<file path="src/rtl/score_event_ctrl_pkg.sv">
// score_event_ctrl_pkg
//   Shared definitions for the score event controller and the high-score
//   block it feeds: leaderboard page codes, FSM state encodings and the
//   default score cap.
//   No ports (package).
package score_event_ctrl_pkg;

  // Page select codes, shared with highscoreSystem
  localparam logic [1:0] DEC_SELF  = 2'b00;
  localparam logic [1:0] DEC_ONE   = 2'b01;
  localparam logic [1:0] DEC_TWO   = 2'b10;
  localparam logic [1:0] DEC_THREE = 2'b11;

  // Controller FSM state encodings
  localparam logic [2:0] ST_IDLE   = 3'd0;
  localparam logic [2:0] ST_PLAY   = 3'd1;
  localparam logic [2:0] ST_ARM    = 3'd2;
  localparam logic [2:0] ST_COMMIT = 3'd3;
  localparam logic [2:0] ST_REVIEW = 3'd4;

  // Score counter width and default cap (3-digit display)
  localparam int SCORE_W           = 10;
  localparam int MAX_SCORE_DEFAULT = 999;

  typedef logic [1:0] decider_t;

  // Pages cycle SELF -> ONE -> TWO -> THREE -> SELF
  function automatic decider_t next_page(input decider_t d);
    return d + 2'd1;
  endfunction

endpackage

</file>
<file path="src/rtl/score_event_ctrl_rise_detect.sv">
// rise_detect
//   Registers the previous value of a synchronous level and flags the cycle
//   in which it goes from low to high.
//   Ports:
//     clk  - system clock
//     rst  - asynchronous active-low reset
//     d    - synchronous level input
//     rise - combinational, high while d=1 and previous d=0
module rise_detect (
  input  logic clk,
  input  logic rst,
  input  logic d,
  output logic rise
);

  logic prev;

  // The previous value updates every cycle regardless of controller state,
  // so a level held across a state change never looks like a new edge.
  always_ff @(posedge clk or negedge rst) begin
    if (!rst) begin
      prev <= 1'b0;
    end else begin
      prev <= d;
    end
  end

  assign rise = d & ~prev;

endmodule

</file>
<file path="src/rtl/score_event_ctrl.sv">
// score_event_ctrl
//   Turns game-logic levels into the increment strobe, en commit/review flag
//   and decider page select consumed by highscoreSystem. Counts food events
//   during play up to a cap, sequences a clean commit edge at game over, then
//   auto-cycles the leaderboard pages (with manual advance on key_view).
//   Parameters:
//     DWELL_CYCLES - cycles each leaderboard page is shown
//     DWELL_W      - dwell counter width, must hold DWELL_CYCLES-1
//     MAX_SCORE    - last score value for which an increment is issued
//   Ports:
//     clk        - system clock
//     rst        - asynchronous active-low reset
//     start      - level, rising edge starts a game (from IDLE or REVIEW)
//     food_eaten - level, rising edge scores one point during play
//     game_over  - level, sampled only while playing
//     key_view   - debounced level, rising edge advances the review page
//     increment  - registered one-cycle strobe
//     en         - registered, high in ARM, COMMIT and REVIEW
//     decider    - registered page select
//     playing    - registered, high in PLAY
module score_event_ctrl
  import score_event_ctrl_pkg::*;
#(
  parameter int DWELL_CYCLES = 50_000_000,
  parameter int DWELL_W      = 26,
  parameter int MAX_SCORE    = MAX_SCORE_DEFAULT
) (
  input  logic       clk,
  input  logic       rst,
  input  logic       start,
  input  logic       food_eaten,
  input  logic       game_over,
  input  logic       key_view,
  output logic       increment,
  output logic       en,
  output logic [1:0] decider,
  output logic       playing
);

  localparam logic [SCORE_W-1:0] SCORE_CAP  = SCORE_W'(MAX_SCORE);
  localparam logic [DWELL_W-1:0] DWELL_LAST = DWELL_W'(DWELL_CYCLES - 1);

  logic               start_rise;
  logic               food_rise;
  logic               key_rise;
  logic               food_strobe;
  logic [2:0]         state;
  logic [SCORE_W-1:0] score;
  logic [DWELL_W-1:0] dwell;

  rise_detect u_start_rise (.clk(clk), .rst(rst), .d(start),      .rise(start_rise));
  rise_detect u_food_rise  (.clk(clk), .rst(rst), .d(food_eaten), .rise(food_rise));
  rise_detect u_key_rise   (.clk(clk), .rst(rst), .d(key_view),   .rise(key_rise));

  // A food edge only scores while the counter is still below the cap
  assign food_strobe = food_rise && (score < SCORE_CAP);

  // Controller FSM with its score and dwell counters. All outputs are
  // registered so the high-score block sees glitch-free levels.
  //
  // ARM normally lasts one cycle with en already high. If game over arrives
  // together with a scored food edge, ARM is entered with en still low while
  // that food strobe is on the wire; ARM then spends one extra cycle raising
  // en with increment low, so the commit strobe is always a separate rising
  // edge preceded by at least one cycle of en.
  always_ff @(posedge clk or negedge rst) begin
    if (!rst) begin
      state     <= ST_IDLE;
      score     <= '0;
      dwell     <= '0;
      increment <= 1'b0;
      en        <= 1'b0;
      decider   <= DEC_SELF;
      playing   <= 1'b0;
    end else begin
      increment <= 1'b0;
      case (state)
        ST_IDLE: begin
          if (start_rise) begin
            state   <= ST_PLAY;
            playing <= 1'b1;
            score   <= '0;
          end
        end
        ST_PLAY: begin
          if (food_strobe) begin
            increment <= 1'b1;
            score     <= score + SCORE_W'(1);
          end
          if (game_over) begin
            state   <= ST_ARM;
            en      <= ~food_strobe;
            playing <= 1'b0;
            decider <= DEC_SELF;
          end
        end
        ST_ARM: begin
          if (!en) begin
            en <= 1'b1;
          end else begin
            state     <= ST_COMMIT;
            increment <= 1'b1;
          end
        end
        ST_COMMIT: begin
          state <= ST_REVIEW;
          dwell <= '0;
        end
        ST_REVIEW: begin
          if (start_rise) begin
            state   <= ST_PLAY;
            playing <= 1'b1;
            en      <= 1'b0;
            decider <= DEC_SELF;
            score   <= '0;
            dwell   <= '0;
          end else if (key_rise || (dwell == DWELL_LAST)) begin
            // Key press and dwell expiry in the same cycle give one advance
            decider <= next_page(decider);
            dwell   <= '0;
          end else begin
            dwell <= dwell + DWELL_W'(1);
          end
        end
        default: begin
          state <= ST_IDLE;
        end
      endcase
    end
  end

endmodule
</file>
<file path="config.mk">
export PLATFORM = sky130hd
export DESIGN_NAME = score_event_ctrl
export DESIGN_NICKNAME = d
export VERILOG_FILES = /design/src/rtl/score_event_ctrl_pkg.sv /design/src/rtl/score_event_ctrl_rise_detect.sv /design/src/rtl/score_event_ctrl.sv
export SDC_FILE = /design/constraint.sdc
export NUM_CORES = 1
export LEC_CHECK = 0
export BUFFER_PORTS_ARGS = -buffer_cell sky130_fd_sc_hd__buf_2
export CAP_MARGIN = 20
export CORE_UTILIZATION = 55
export DETAILED_ROUTE_END_ITERATION = 8
export PLACE_DENSITY = 0.72
export SYNTH_ARGS = -nofsm -noshare
export SYNTH_HDL_FRONTEND = slang
export SYNTH_SLANG_ARGS = --single-unit
export TNS_END_PERCENT = 100
</file>
<file path="constraint.sdc">
create_clock -name clk -period 2.62 [get_ports clk]
set_input_delay 0.393 -clock clk [delete_from_list [all_inputs] [get_ports clk]]
set_output_delay 0.393 -clock clk [all_outputs]
set_load 0.02 [all_outputs]
</file>
# [Yosys cells after proc, flatten, opt, wreduce, memory -nomap -nowiden]
# Cells that the tools add are included.
[totals] latch_bits=0 reg_bits=47 rom_bits=0 mem_count=0 ramBits=0
[classes] reduce_logical=13 div=0 muxes=23 n_eq_ne=11 bitwise=7 multipliers=0 n_shift=0 addsub=3 order_cmp=1
[ops] op="two-way mux 26 bit" count=2
[ops] op="case mux 26 bit (2 select lines)" count=1
[ops] op="adder 26 x 1 -> 26 bit, second input constant" count=1
[ops] op="equality test 26 bit, second input constant" count=1
[ops] op="two-way mux 10 bit" count=2
[ops] op="case mux 10 bit (2 select lines)" count=1
[ops] op="AND reduction 3 bit" count=5
[ops] op="case mux 3 bit (4 select lines)" count=1
[ops] op="adder 10 x 1 -> 10 bit, second input constant" count=1
[ops] op="< comparator 10 bit, second input constant" count=1
[ops] op="two-way mux 3 bit" count=3
[ops] op="!= test 2 bit, second input constant" count=4
[ops] op="equality test 3 x 2 -> 1 bit, second input constant" count=2
[ops] op="two-way mux 1 bit" count=6
[ops] op="two-way mux 2 bit" count=3
[ops] op="nonzero test 2 bit" count=3
[ops] op="inverter 1 bit" count=4
[ops] op="case mux 1 bit (2 select lines)" count=2
[ops] op="case mux 2 bit (2 select lines)" count=1
[ops] op="bitwise AND 1 bit" count=3
[ops] op="equality test 3 x 1 -> 1 bit, second input constant" count=1
[ops] op="equality test 3 bit, second input constant" count=1
[ops] op="logical NOT 3 bit" count=1
[ops] op="!= test 3 bit, second input constant" count=1
[ops] op="7 further kinds" count=7

# [Logic depth before layout (Yosys ltp)]
[depth] ltp_word=6 depth_mapped=9 depth_no_buf=7

# [Cells and area by module]
# A second synthesis with hierarchy kept.
[unflattened] hier_cells=261 area_unflattened_um2=2507.4
[by_module_without_submodules] mod="score_event_ctrl" area_per_inst_um2=2391.0 cells_each=255 instances=1
[by_module_without_submodules] mod="rise_detect" area_per_inst_um2=38.8 cells_each=2 instances=3

# [Worst setup path after synthesis]
# No wires, ideal clock.
[synth_timing] kind="reg-to-reg" start="register dwell[0]" end="register dwell[11]" path_stages_with_launch=9 arrival_time_ns=1.968 slack_ns=0.576 setup_time_ns=0.076 path_buffers=1 synth_period_minus_slack_ns=2.044 path_cell_list="dfrtp_1 > ha_1 > and3_1 > and2_1 > and4_1 > buf_4 > or2_1 > or3_1 > o21ai_1"
[synth_between] elab_chain_cells=5 elab_cells_between_ends=6 cone_classes="1 x add/sub; 1 x eq/ne; 3 x mux; 1 x reduce/logical"
[synth_rtl] element="start: declaration" line_no="score_event_ctrl.sv:49" text="logic [DWELL_W-1:0] dwell;"
[synth_rtl] element="start signal: assignment" line_no="score_event_ctrl.sv:122" text="dwell <= dwell + DWELL_W'(1);"
[synth_rtl] element="branches (longest 2 deep; another with adder 26 x 1 -> 26 bit)"
[synth_rtl] element="two-way mux 26 bit *" line_no="score_event_ctrl.sv:117" text="end else if (key_rise || (dwell == DWELL_LAST)) begin"
[synth_rtl] element="two-way mux 26 bit *" line_no="score_event_ctrl.sv:110" text="if (start_rise) begin"
[synth_rtl] element="case mux 26 bit (2 select lines) *" line_no="score_event_ctrl.sv:77" text="case (state)"
# Every way passes the cells marked *.
# A chain may end at the register's enable or synchronous reset.

# [Worst setup path after layout]
[layout_timing] start="register dwell[16]" end="register dwell[7]"
[layout_between] elab_chain_cells=5
[layout_rtl] element="equality test 26 bit" line_no="score_event_ctrl.sv:117"
[layout_rtl] element="logical OR 1 bit" line_no="score_event_ctrl.sv:117"
[layout_rtl] element="two-way mux 26 bit" line_no="score_event_ctrl.sv:117"
[layout_rtl] element="two-way mux 26 bit" line_no="score_event_ctrl.sv:110"
[layout_rtl] element="case mux 26 bit (2 select lines)" line_no="score_event_ctrl.sv:77"
# No other way between the ends.

==> results.json <==
{
  "cts.clk_slew.worst_paths_ns": 0.09,
  "drive_above_1_share": 0.0979,
  "drv_slew": 0,
  "cellPowerDensity_mw_per_mm2": 749,
  "netlist_area_mm2": 0.00244,
  "status": "complete, no violations",
  "cts_tree": "yes",
  "synth.most_common_cell": "dfrtp_1",
  "yosysWarnings": 0,
  "finalSetupViolCount": 0,
  "timing.rr.end": "dwell[7]",
  "synth_top_area_frac": 0.483,
  "synth_commonest_cells": "47 x dfrtp_1, 36 x nand2_1, 23 x a31oi_1, 23 x nor2_1, 21 x a21oi_1",
  "ant_nets": 0,
  "grt_usage": 0.243,
  "synthDistinctLibCells": 45,
  "synth_cells": 271,
  "cts_setup_buffers": 0,
  "nets": 293,
  "dr.pass1.iters": 4,
  "rr_startpoint": "dwell[16]",
  "die_x_um": 68.6,
  "drc": 0,
  "leakagePower_nw": 1.12,
  "r2r_slack_ns": 0.36,
  "dpl.hpwl_um": 3490,
  "finClkSkew_ns": 0.0102,
  "period_share": 0.864,
  "fillerInstances": 357,
  "clock_sinks": 47,
  "num_antenna_cells": 0,
  "clock_latency_ns": 0.31,
  "post_cts_resized": 0,
  "reg2regPathDepth": 7,
  "synthFlopType": "dfrtp_1",
  "final_cell_area_mm2": 0.00265,
  "clock.fmax_ghz": 0.442,
  "max-vdd-ir-drop_uv": 386,
  "hold_violations": 0,
  "cp_data_arrival_time_ns": 2.47,
  "tns_ns": 0,
  "seqCellArea_mm2": 0.00118,
  "rsz0062_at_grt": "false",
  "synth_nets": 279,
  "crit_required_ns": 2.82,
  "placed_area_mm2": 0.00254,
  "maxCapViolations": 0,
  "grt_max_degree": 29,
  "htreeDepth": 2,
  "yosys_register_bits": 47,
  "grt_overflow_total": 0,
  "hp-class": "in2async",
  "floorplan.initialDensity": 0.592,
  "clockBufferDepth": 2,
  "path_max_fanout": 19,
  "post_drt_wl_per_cell_um": 14.8,
  "die_h_um": 68.6,
  "multi_input_area_mm2": 0.00118,
  "numCtsBuffers": 5,
  "postSynthAreaPerCell_um2": 8.99,
  "num_io_pins": 11,
  "holdBufCountCts": 0,
  "port_buffers": 10,
  "vias": 2030,
  "cp-start-kind": "register",
  "rows": 23,
  "grt_pass1_vias": 1860,
  "synth-edff-count": 0,
  "crit_path_end_kind": "register",
  "antenna_found_initial": 0,
  "die_area_mm2": 0.00470,
  "async_flop_share": 1.00,
  "slew_headroom": 0.558,
  "synth_area_leaders": "dfrtp_1 48%, a31oi_1 5.9%, nand2_1 5.5%, a21oi_1 4.3%, nor2_1 3.5%",
  "ys_seq_area_frac": 0.483,
  "drt_iter0_drc": 298,
  "totalWireLength_um": 4970,
  "synth_largest_area_cell": "dfrtp_1",
  "post-route-min-period_ns": 2.26,
  "criticalPathCategory": "reg2reg",
  "grt_pass1_wl_um": 8340,
  "cts_root_buf": "clkbuf_8",
  "via_per_inst": 6.04,
  "area_delta_synth_final_pct": 8.78,
  "worst_slew_pin_slew_ns": 0.663,
  "core_area_mm2": 0.00412,
  "place_congestion": 0.847
}
[area by class of cell]
| type | count | area share |
|---|---|---|
| clock inverter | 3 | 0.0165 |
| inverter | 6 | 0.00849 |
| sequential | 47 | 0.444 |
| clock buffer | 5 | 0.0260 |
| tap | 50 | 0.0236 |
| multi-input combinational | 209 | 0.446 |
| timing repair buffer | 16 | 0.0359 |
[kinds of logic (layout without fill, tap and decap cells)]
kind of cell | after synthesis | in the layout | synth area share
DFF | 47 | 47 | 0.483
AOI/OAI and AO/OA | 79 | 79 | 0.195
buffers and inverters | 15 | 30 | 0.0323
xor gates and xnor gates | 5 | 5 | 0.0180
adders and majority gates | 2 | 2 | 0.0103
and+or+nand+nor | 122 | 122 | 0.257
muxes | 1 | 1 | 0.00462
[worst max-delay path, cell delays in order (launching register included)]
cell	delay, ns
dfrtp_1	0.42
or4b_1	0.52
nor4_1	0.24
and4_1	0.37
nor2_2	0.07
buf_4	0.20
a21o_1	0.16
a21o_1	0.16
[state kept, by name, indices dropped and copies added, names as in the netlist]
register	cells
playing	1
state	3
dwell	26
decider	2
en	1
score	10
u_key_rise.prev	1
increment	1
u_start_rise.prev	1
u_food_rise.prev	1
[layer usage]
metal	GRT usage	part of all wire	vias to the layer above	wire length, µm
li1	-	-	1020	-
met1	0.346	0.52	957	2570
met2	0.352	0.43	45	2120
met3	0.0543	0.038	8	191
met4	0.109	0.018	0	87
met5	0	0	-	0
[report_power, final]
group	switching, mW	internal (mW)	leakage, nW
clock	0.259	0.284	0.0581
sequential	0.116	0.819	0.636
combinational	0.312	0.195	0.422
total	0.686	1.30	1.12
[worst max-delay path by stage]
stage / start / endpoint / depth (start not counted) / slack, ns
global route: dwell[16] / dwell[7] / 7 / 0.20
detailed placement: dwell[16] / dwell[7] / 7 / 0.36
finish: dwell[16] / dwell[7] / 7 / 0.36
floorplan: dwell[0] / dwell[11] / 8 / 0.58
global placement: dwell[16] / dwell[7] / 7 / 0.41
CTS: dwell[16] / dwell[7] / 7 / 0.34
[layout by cell type, fill, tap and decap left out, types with 2 or more instances in the layout]
| master | count |
|---|---|
| o21ai_1 | 10 |
| nand2b_1 | 5 |
| nand4_1 | 6 |
| a21oi_1 | 21 |
| buf_2 | 10 |
| clkbuf_8 | 5 |
| nand2_1 | 36 |
| xnor2_1 | 2 |
| nor2_1 | 23 |
| and2_1 | 3 |
| ha_1 | 2 |
| nand3b_1 | 2 |
| a21o_1 | 2 |
| and3_1 | 4 |
| xor2_1 | 3 |
| buf_4 | 6 |
| a22o_1 | 2 |
| or3_1 | 4 |
| nor2b_1 | 7 |
| nor3_1 | 6 |
| nand3_1 | 10 |
| and4_1 | 7 |
| a41oi_1 | 3 |
| a31oi_1 | 23 |
| or4b_1 | 2 |
| dfrtp_1 | 47 |
| nor4_1 | 2 |
| inv_1 | 6 |
| o21a_1 | 2 |
| o21ai_0 | 8 |
[per-stage QoR]
step / total power, mW / worst slack, ns / cells / hold slack, ns / utilization
2_1_floorplan: 1.30 / 0.576 / 271 / 0.0974 / -
3_3_place_gp: 1.44 / 0.414 / 328 / 0.437 / 0.617
3_5_place_dp: 1.45 / 0.359 / 328 / 0.442 / 0.617
4_1_cts: 1.99 / 0.338 / 336 / 0.0989 / 0.644
5_1_grt: 2.10 / 0.197 / 336 / 0.129 / 0.644
6_report: 1.98 / 0.357 / 336 / 0.0730 / 0.644
No activity file was read; power rests on OpenSTA's default activity.
